--- src/rtl/rcc_osc_ker_req_ctrl_if.sv ---
// Request/ack and oscillator status bundle between the kernel clock
// requesters, the RCC register file and one on-demand oscillator controller.
interface rcc_osc_ker_req_ctrl_if #(
   parameter int unsigned REQ_NUM = 8
);
   logic [REQ_NUM-1:0] ker_clk_reqs;
   logic               sw_osc_on;
   logic               d3_deepsleep;
   logic               osc_stable_raw;
   logic               osc_en;
   logic               osc_rdy;
   logic [REQ_NUM-1:0] req_ack;
   logic               osc_fail;

   // Requester / register-file / analog side
   modport master (
      output ker_clk_reqs, sw_osc_on, d3_deepsleep, osc_stable_raw,
      input  osc_en, osc_rdy, req_ack, osc_fail
   );

   // Oscillator controller side
   modport slave (
      input  ker_clk_reqs, sw_osc_on, d3_deepsleep, osc_stable_raw,
      output osc_en, osc_rdy, req_ack, osc_fail
   );
endinterface

--- src/rtl/rcc_osc_ker_req_ctrl.sv ---
// Oscillator-side responder for peripheral kernel clock requests.
// Merges request lines and the software ON bit into an oscillator enable,
// qualifies stability through a synchronizer plus stable-count filter,
// reports ready/acks, and delays switch-off across short demand gaps.
// Optional macro RCC_OSC_TIMEOUT_EN adds a sticky startup-timeout fail.
module rcc_osc_ker_req_ctrl #(
   parameter int unsigned REQ_NUM        = 8,
   parameter int unsigned STARTUP_CYCLES = 16,
   parameter int unsigned OFF_DELAY      = 4,
   parameter int unsigned TIMEOUT_CYCLES = 1024
) (
   input logic                   i_clk,
   input logic                   sys_rst,
   rcc_osc_ker_req_ctrl_if.slave osc_if
);

   localparam int unsigned SW = (STARTUP_CYCLES > 1) ? $clog2(STARTUP_CYCLES) : 1;
   localparam int unsigned OW = (OFF_DELAY > 1) ? $clog2(OFF_DELAY) : 1;
   localparam logic [SW-1:0] STABLE_LAST = SW'(STARTUP_CYCLES - 1);
   localparam logic [OW-1:0] OFF_LAST    = OW'(OFF_DELAY - 1);

   typedef enum logic [1:0] {
      ST_OFF,
      ST_STARTUP,
      ST_ON,
      ST_HOLD
   } state_e;

   state_e          state_q, state_d;
   logic [SW-1:0]   stable_cnt_q, stable_cnt_d;
   logic [OW-1:0]   off_cnt_q, off_cnt_d;
   logic            sync1_q, stable_s_q;
   logic            osc_en_q, osc_en_d;
   logic            osc_rdy_q, osc_rdy_d;
   logic            demand;
   logic            fail_blk;

`ifdef RCC_OSC_TIMEOUT_EN
   localparam int unsigned TW = (TIMEOUT_CYCLES > 1) ? $clog2(TIMEOUT_CYCLES) : 1;
   localparam logic [TW-1:0] TMO_LAST = TW'(TIMEOUT_CYCLES - 1);
   logic [TW-1:0]   tmo_cnt_q, tmo_cnt_d;
   logic            fail_q, fail_d;
   assign fail_blk = fail_q;
`else
   assign fail_blk = 1'b0;
`endif

   assign demand = (osc_if.sw_osc_on & ~osc_if.d3_deepsleep) | (|osc_if.ker_clk_reqs);

   // Two-flop synchronizer for the analog stable flag
   always_ff @(posedge i_clk) begin
      if (sys_rst) begin
         sync1_q    <= 1'b0;
         stable_s_q <= 1'b0;
      end else begin
         sync1_q    <= osc_if.osc_stable_raw;
         stable_s_q <= sync1_q;
      end
   end

   // Next-state, counter and registered-output computation
   always_comb begin
      state_d      = state_q;
      stable_cnt_d = stable_cnt_q;
      off_cnt_d    = off_cnt_q;
`ifdef RCC_OSC_TIMEOUT_EN
      tmo_cnt_d    = tmo_cnt_q;
      fail_d       = fail_q;
`endif
      case (state_q)
         ST_OFF: begin
            if (demand && !fail_blk) begin
               state_d      = ST_STARTUP;
               stable_cnt_d = '0;
`ifdef RCC_OSC_TIMEOUT_EN
               tmo_cnt_d    = '0;
`endif
            end
         end
         ST_STARTUP: begin
            if (!demand) begin
               state_d = ST_OFF;
            end else if (stable_s_q && (stable_cnt_q == STABLE_LAST)) begin
               state_d = ST_ON;
            end else begin
               if (!stable_s_q) begin
                  stable_cnt_d = '0;
               end else if (stable_cnt_q != STABLE_LAST) begin
                  stable_cnt_d = stable_cnt_q + 1'b1;
               end
`ifdef RCC_OSC_TIMEOUT_EN
               if (tmo_cnt_q == TMO_LAST) begin
                  state_d = ST_OFF;
                  fail_d  = 1'b1;
               end else begin
                  tmo_cnt_d = tmo_cnt_q + 1'b1;
               end
`endif
            end
         end
         ST_ON: begin
            if (!stable_s_q) begin
               state_d      = ST_STARTUP;
               stable_cnt_d = '0;
`ifdef RCC_OSC_TIMEOUT_EN
               tmo_cnt_d    = '0;
`endif
            end else if (!demand) begin
               state_d   = ST_HOLD;
               off_cnt_d = '0;
            end
         end
         ST_HOLD: begin
            if (!stable_s_q) begin
               state_d      = ST_STARTUP;
               stable_cnt_d = '0;
`ifdef RCC_OSC_TIMEOUT_EN
               tmo_cnt_d    = '0;
`endif
            end else if (demand) begin
               state_d   = ST_ON;
               off_cnt_d = '0;
            end else if (off_cnt_q == OFF_LAST) begin
               state_d = ST_OFF;
            end else begin
               off_cnt_d = off_cnt_q + 1'b1;
            end
         end
         default: state_d = ST_OFF;
      endcase
      osc_en_d  = (state_d != ST_OFF);
      osc_rdy_d = (state_d == ST_ON) || (state_d == ST_HOLD);
   end

   // State, counter and output registers
   always_ff @(posedge i_clk) begin
      if (sys_rst) begin
         state_q      <= ST_OFF;
         stable_cnt_q <= '0;
         off_cnt_q    <= '0;
         osc_en_q     <= 1'b0;
         osc_rdy_q    <= 1'b0;
`ifdef RCC_OSC_TIMEOUT_EN
         tmo_cnt_q    <= '0;
         fail_q       <= 1'b0;
`endif
      end else begin
         state_q      <= state_d;
         stable_cnt_q <= stable_cnt_d;
         off_cnt_q    <= off_cnt_d;
         osc_en_q     <= osc_en_d;
         osc_rdy_q    <= osc_rdy_d;
`ifdef RCC_OSC_TIMEOUT_EN
         tmo_cnt_q    <= tmo_cnt_d;
         fail_q       <= fail_d;
`endif
      end
   end

   assign osc_if.osc_en  = osc_en_q;
   assign osc_if.osc_rdy = osc_rdy_q;
   assign osc_if.req_ack = osc_if.ker_clk_reqs & {REQ_NUM{osc_rdy_q}};
`ifdef RCC_OSC_TIMEOUT_EN
   assign osc_if.osc_fail = fail_q;
`else
   assign osc_if.osc_fail = 1'b0;
`endif

endmodule
--- src/flat_wrapper.sv ---
// flat-port wrapper written by rule: the top's interface ports become plain ports
module rcc_osc_ker_req_ctrl_flat 
#(
   parameter int unsigned REQ_NUM        = 8,
   parameter int unsigned STARTUP_CYCLES = 16,
   parameter int unsigned OFF_DELAY      = 4,
   parameter int unsigned TIMEOUT_CYCLES = 1024
)
  (i_clk, sys_rst, osc_if_ker_clk_reqs, osc_if_sw_osc_on, osc_if_d3_deepsleep, osc_if_osc_stable_raw, osc_if_osc_en, osc_if_osc_rdy, osc_if_req_ack, osc_if_osc_fail);
  rcc_osc_ker_req_ctrl_if #(.REQ_NUM(REQ_NUM)) osc_if_i ();
  input logic i_clk;
  input logic sys_rst;
  input wire logic [$bits(osc_if_i.ker_clk_reqs)-1:0] osc_if_ker_clk_reqs;
  input wire logic [$bits(osc_if_i.sw_osc_on)-1:0] osc_if_sw_osc_on;
  input wire logic [$bits(osc_if_i.d3_deepsleep)-1:0] osc_if_d3_deepsleep;
  input wire logic [$bits(osc_if_i.osc_stable_raw)-1:0] osc_if_osc_stable_raw;
  output wire logic [$bits(osc_if_i.osc_en)-1:0] osc_if_osc_en;
  output wire logic [$bits(osc_if_i.osc_rdy)-1:0] osc_if_osc_rdy;
  output wire logic [$bits(osc_if_i.req_ack)-1:0] osc_if_req_ack;
  output wire logic [$bits(osc_if_i.osc_fail)-1:0] osc_if_osc_fail;
  assign osc_if_i.ker_clk_reqs = osc_if_ker_clk_reqs;
  assign osc_if_i.sw_osc_on = osc_if_sw_osc_on;
  assign osc_if_i.d3_deepsleep = osc_if_d3_deepsleep;
  assign osc_if_i.osc_stable_raw = osc_if_osc_stable_raw;
  assign osc_if_osc_en = osc_if_i.osc_en;
  assign osc_if_osc_rdy = osc_if_i.osc_rdy;
  assign osc_if_req_ack = osc_if_i.req_ack;
  assign osc_if_osc_fail = osc_if_i.osc_fail;
  rcc_osc_ker_req_ctrl #(.REQ_NUM(REQ_NUM), .STARTUP_CYCLES(STARTUP_CYCLES), .OFF_DELAY(OFF_DELAY), .TIMEOUT_CYCLES(TIMEOUT_CYCLES)) u_core (.i_clk(i_clk), .sys_rst(sys_rst), .osc_if(osc_if_i));
endmodule
--- config.mk ---
export PLATFORM = sky130hd
export DESIGN_NAME = rcc_osc_ker_req_ctrl_flat
export DESIGN_NICKNAME = d
export VERILOG_FILES = /design/src/rtl/rcc_osc_ker_req_ctrl_if.sv /design/src/rtl/rcc_osc_ker_req_ctrl.sv /design/src/flat_wrapper.sv
export SDC_FILE = /design/constraint.sdc
export NUM_CORES = 1
export LEC_CHECK = 0
export CORE_MARGIN = 2
export CORE_UTILIZATION = 39
export DETAILED_ROUTE_END_ITERATION = 10
export HOLD_SLACK_MARGIN = 0.03
export PLACE_DENSITY = 0.74
export SYNTH_ARGS = -nofsm -noshare
export SYNTH_HDL_FRONTEND = slang
export SYNTH_SLANG_ARGS = --single-unit
export TNS_END_PERCENT = 5
--- constraint.sdc ---
create_clock -name i_clk -period 1.8 [get_ports i_clk]
set_clock_uncertainty 0.1 [all_clocks]
set_input_delay 0.36 -clock i_clk [delete_from_list [all_inputs] [get_ports i_clk]]
set_output_delay 0.36 -clock i_clk [all_outputs]
set_load 0.03 [all_outputs]
==> results of run 1 <==
stage by stage:
stage / util [%] / hold slack [ns] / setup slack, ns / power [W] / setup TNS [ns]
after floorplan: - / 0.314 / 0.0705 / 0.000302 / 0
after global placement: 56.7 / 0.322 / -0.235 / 0.000341 / -1.78
after detailed placement: 56.7 / 0.338 / -0.265 / 0.000343 / -1.92
after CTS: 58.1 / 0.353 / 0.0152 / 0.000504 / 0
after global routing: 59.9 / 0.361 / -0.00706 / 0.000518 / -0.00706
final: 59.9 / 0.349 / 0.0378 / 0.000500 / 0
worst max-delay path: stages, from the launching register on:
cell and delay [ns]:
dfxtp_2 0.33, ha_2 0.18, and3_4 0.19, a31o_4 0.25, or4_4 0.51, a21oi_2 0.13
worst min-delay path by stage:
| stage | endpoint | slack (ns) | cells past startpoint |
|---|---|---|---|
| final | u_core.stable_s_q | 0.35 | 1 |
| after global routing | u_core.stable_s_q | 0.36 | 1 |
| after CTS | u_core.stable_s_q | 0.35 | 1 |
| after detailed placement | u_core.stable_s_q | 0.34 | 1 |
| after global placement | u_core.stable_s_q | 0.32 | 1 |
| after floorplan | u_core.stable_s_q | 0.31 | 1 |
placed cells by master (no fill, tap or decap), drive strengths merged, types with 2 or more instances in the layout:
master         netlist  routed
and2                10      10
clkbuf               1       3
dfxtp               12      12
a31o                 2       2
nor4                 2       2
nor2b                2       2
dlymetal6s2s         0       5
o21ai                3       3
a2111oi              2       2
and3                 4       4
nor2                 3       3
nand4                3       3
nand2b               2       2
ha                   2       2
buf                  1      17
inv                  5       5
clkdlybuf4s50        0       9
a21oi                3       3
nand3                3       3
power by group:
part,total [W],internal [W],switching (W)
Combinational,0.0000620,0.0000355,0.0000265
Clock,0.000163,0.0000775,0.0000858
Sequential,0.000275,0.000270,0.00000455
logic make-up (layout without fill, tap and decap cells):
group,Yosys count,in the layout,synth area share (%)
other,1,1,0.551
DFF,12,12,35.3
AOI/OAI and AO/OA,18,18,21.5
adders and majority gates,2,2,3.68
buffers and inverters,7,39,4.41
and+or+nand+nor,34,34,34.6
flip-flops by register name, summed over array words and instances (netlist names):
name,cells
u_core.off_cnt_q,2
u_core.stable_s_q,1
u_core.state_q,2
u_core.sync1_q,1
u_core.osc_if.osc_en,1
u_core.osc_if.osc_rdy,1
u_core.stable_cnt_q,4
Yosys cell counts (all sizes together):
master / number / area share [%]
a31oi: 1 / 0.92
buf: 1 / 1.1
ha: 2 / 3.7
nor2b: 2 / 1.8
a21oi: 3 / 2.2
and2: 10 / 9.6
o21ai: 3 / 2.2
o211ai: 1 / 1.1
and4: 1 / 1.3
nor4: 2 / 3.7
nor2: 3 / 1.7
o311ai: 1 / 1.3
or3: 1 / 0.92
nand3: 3 / 2.2
and3: 4 / 4.4
a2111oi: 2 / 3.5
a31o: 2 / 3.9
nor4b: 1 / 2.2
nand2b: 2 / 1.8
nand4: 3 / 2.8
a211oi: 1 / 1.1
dfxtp: 12 / 35
nand3b: 1 / 1.1
or4: 1 / 1.1
a22o: 1 / 1.3
o32ai: 1 / 1.3
clkbuf: 1 / 0.55
conb: 1 / 0.55
o41ai: 1 / 1.3
inv: 5 / 2.8
a32o: 1 / 1.5
routing by layer:
layer / part of all wire [%] / track usage (%)
met1: 41 / 18.4
met3: 6.3 / 2.78
met2: 50 / 27.3
met5: 0 / 0
met4: 2.4 / 10.3
final cells by class:
type / instances / area (sq um)
sequential: 12 / 241
fill: 146 / 677
clock buffer: 3 / 22.5
multi-input combinational: 55 / 428
timing repair buffer: 31 / 280
tap: 17 / 21.3
inverter: 5 / 18.8
what timing repair did:
| action | 4_1_cts | 5_1_grt |
|---|---|---|
| endpoints found under the setup margin | 0 | 5 |
| hold buffers | 0 | 0 |
| resized for setup | 0 | 12 |
==> qor.csv, run 1 <==
metric;value;unit
Routed WL;1.65;mm
Final Cell Area;0.00101;sq mm
CP endpoint kind;flop;
Global Route Usage Sum;16.1;%
Worst Setup SP;u_core.stable_cnt_q[0];
Mapped Nets;89;
pin count of the biggest net entering global routing;12;
clock root buffer;clkbuf_4;
Final Slew Violations;0;
clk buf depth;2;
non-filler cells, final;123;
DRC viols;0;
Final min period;1.76;ns
Synth Cell Area;681;sq um
first-pass GRT wire length;2.37;mm
Hold Vio Cnt, Final;0;
Seq cells post-synth;12;
chip height;45.8;um
Nets;123;
worst-path fanout max;4;
GRT overflow;0;
max-cap viol count;0;
Arrival @ worst endpoint;1.86;ns
r2r setup slk;0.04;ns
RePlAce Congestion;0.811;
initial antenna violation count;0;
WS Path Type;flop to flop;
die area;0.00210;sq mm
worst flop-to-flop path startpoint;u_core.stable_cnt_q[0];
Post-DP HPWL;1.28;mm
number of setup buffers added after CTS;0;
reg2reg end;u_core.stable_cnt_q[0];
Post-Synthesis Mean Instance Area;9.20;sq um
Starting Density;40.3;%
cells on worst reg2reg path;5;
H-tree Lvls;1;
Worst IR Drop VDD;0.000273;V
io pins;24;
placed cell area;958;sq um
Max Fclk;567;MHz
pwr/cell area;494;mW/mm^2
Initial DRC Count;17;
Core ar.;0.00169;sq mm
crit path to;u_core.stable_cnt_q[0];
yosys warns;0;
sequential area share after synthesis;35.3;%
CTS Buf Count;3;
Worst Path Required;1.89;ns
leak pwr;0.435;nW
status;completed;
Detailed Routing Iterations Pass 1;4;
Yosys cell types;35;
detailed-route via count;691;
HP Class;flop to flop;
drt via density;5.62;
vias in the first global route;580;
port buffer count;22;
later-pin clock latency in the skew report;0.27;ns
Clock transition at path regs;0.07;ns
ANT cells;0;
Row Count;15;
DIE WIDTH;45.8;um
CP startpoint kind;flop;
drt wl/cell;13.4;um
Area Growth Syn to Fin;48.7;%
clock sinks;12;
# setup viols final;0;
Final Cycle Share;97.9;%
CTS tree;built;
placed cells;120;
Mapped Cells;74;
DRT antenna net count;0;
layout cells sized above 1;31.1;%
Hold Crit Start;u_core.sync1_q;
Power figures use the tool's default switching activity.
==> inputs of run 2 (changes only) <==
CAP_MARGIN = 10   (was not set)
==> results of run 2 <==
Same layout as run 1: the final DEF is identical, and so are final timing and power.
==> inputs of run 3 (changes only) <==
GPL_ROUTABILITY_DRIVEN = 0   (was not set)
==> results of run 3 <==
Same layout as run 1: the final DEF is identical, and so are final timing and power.
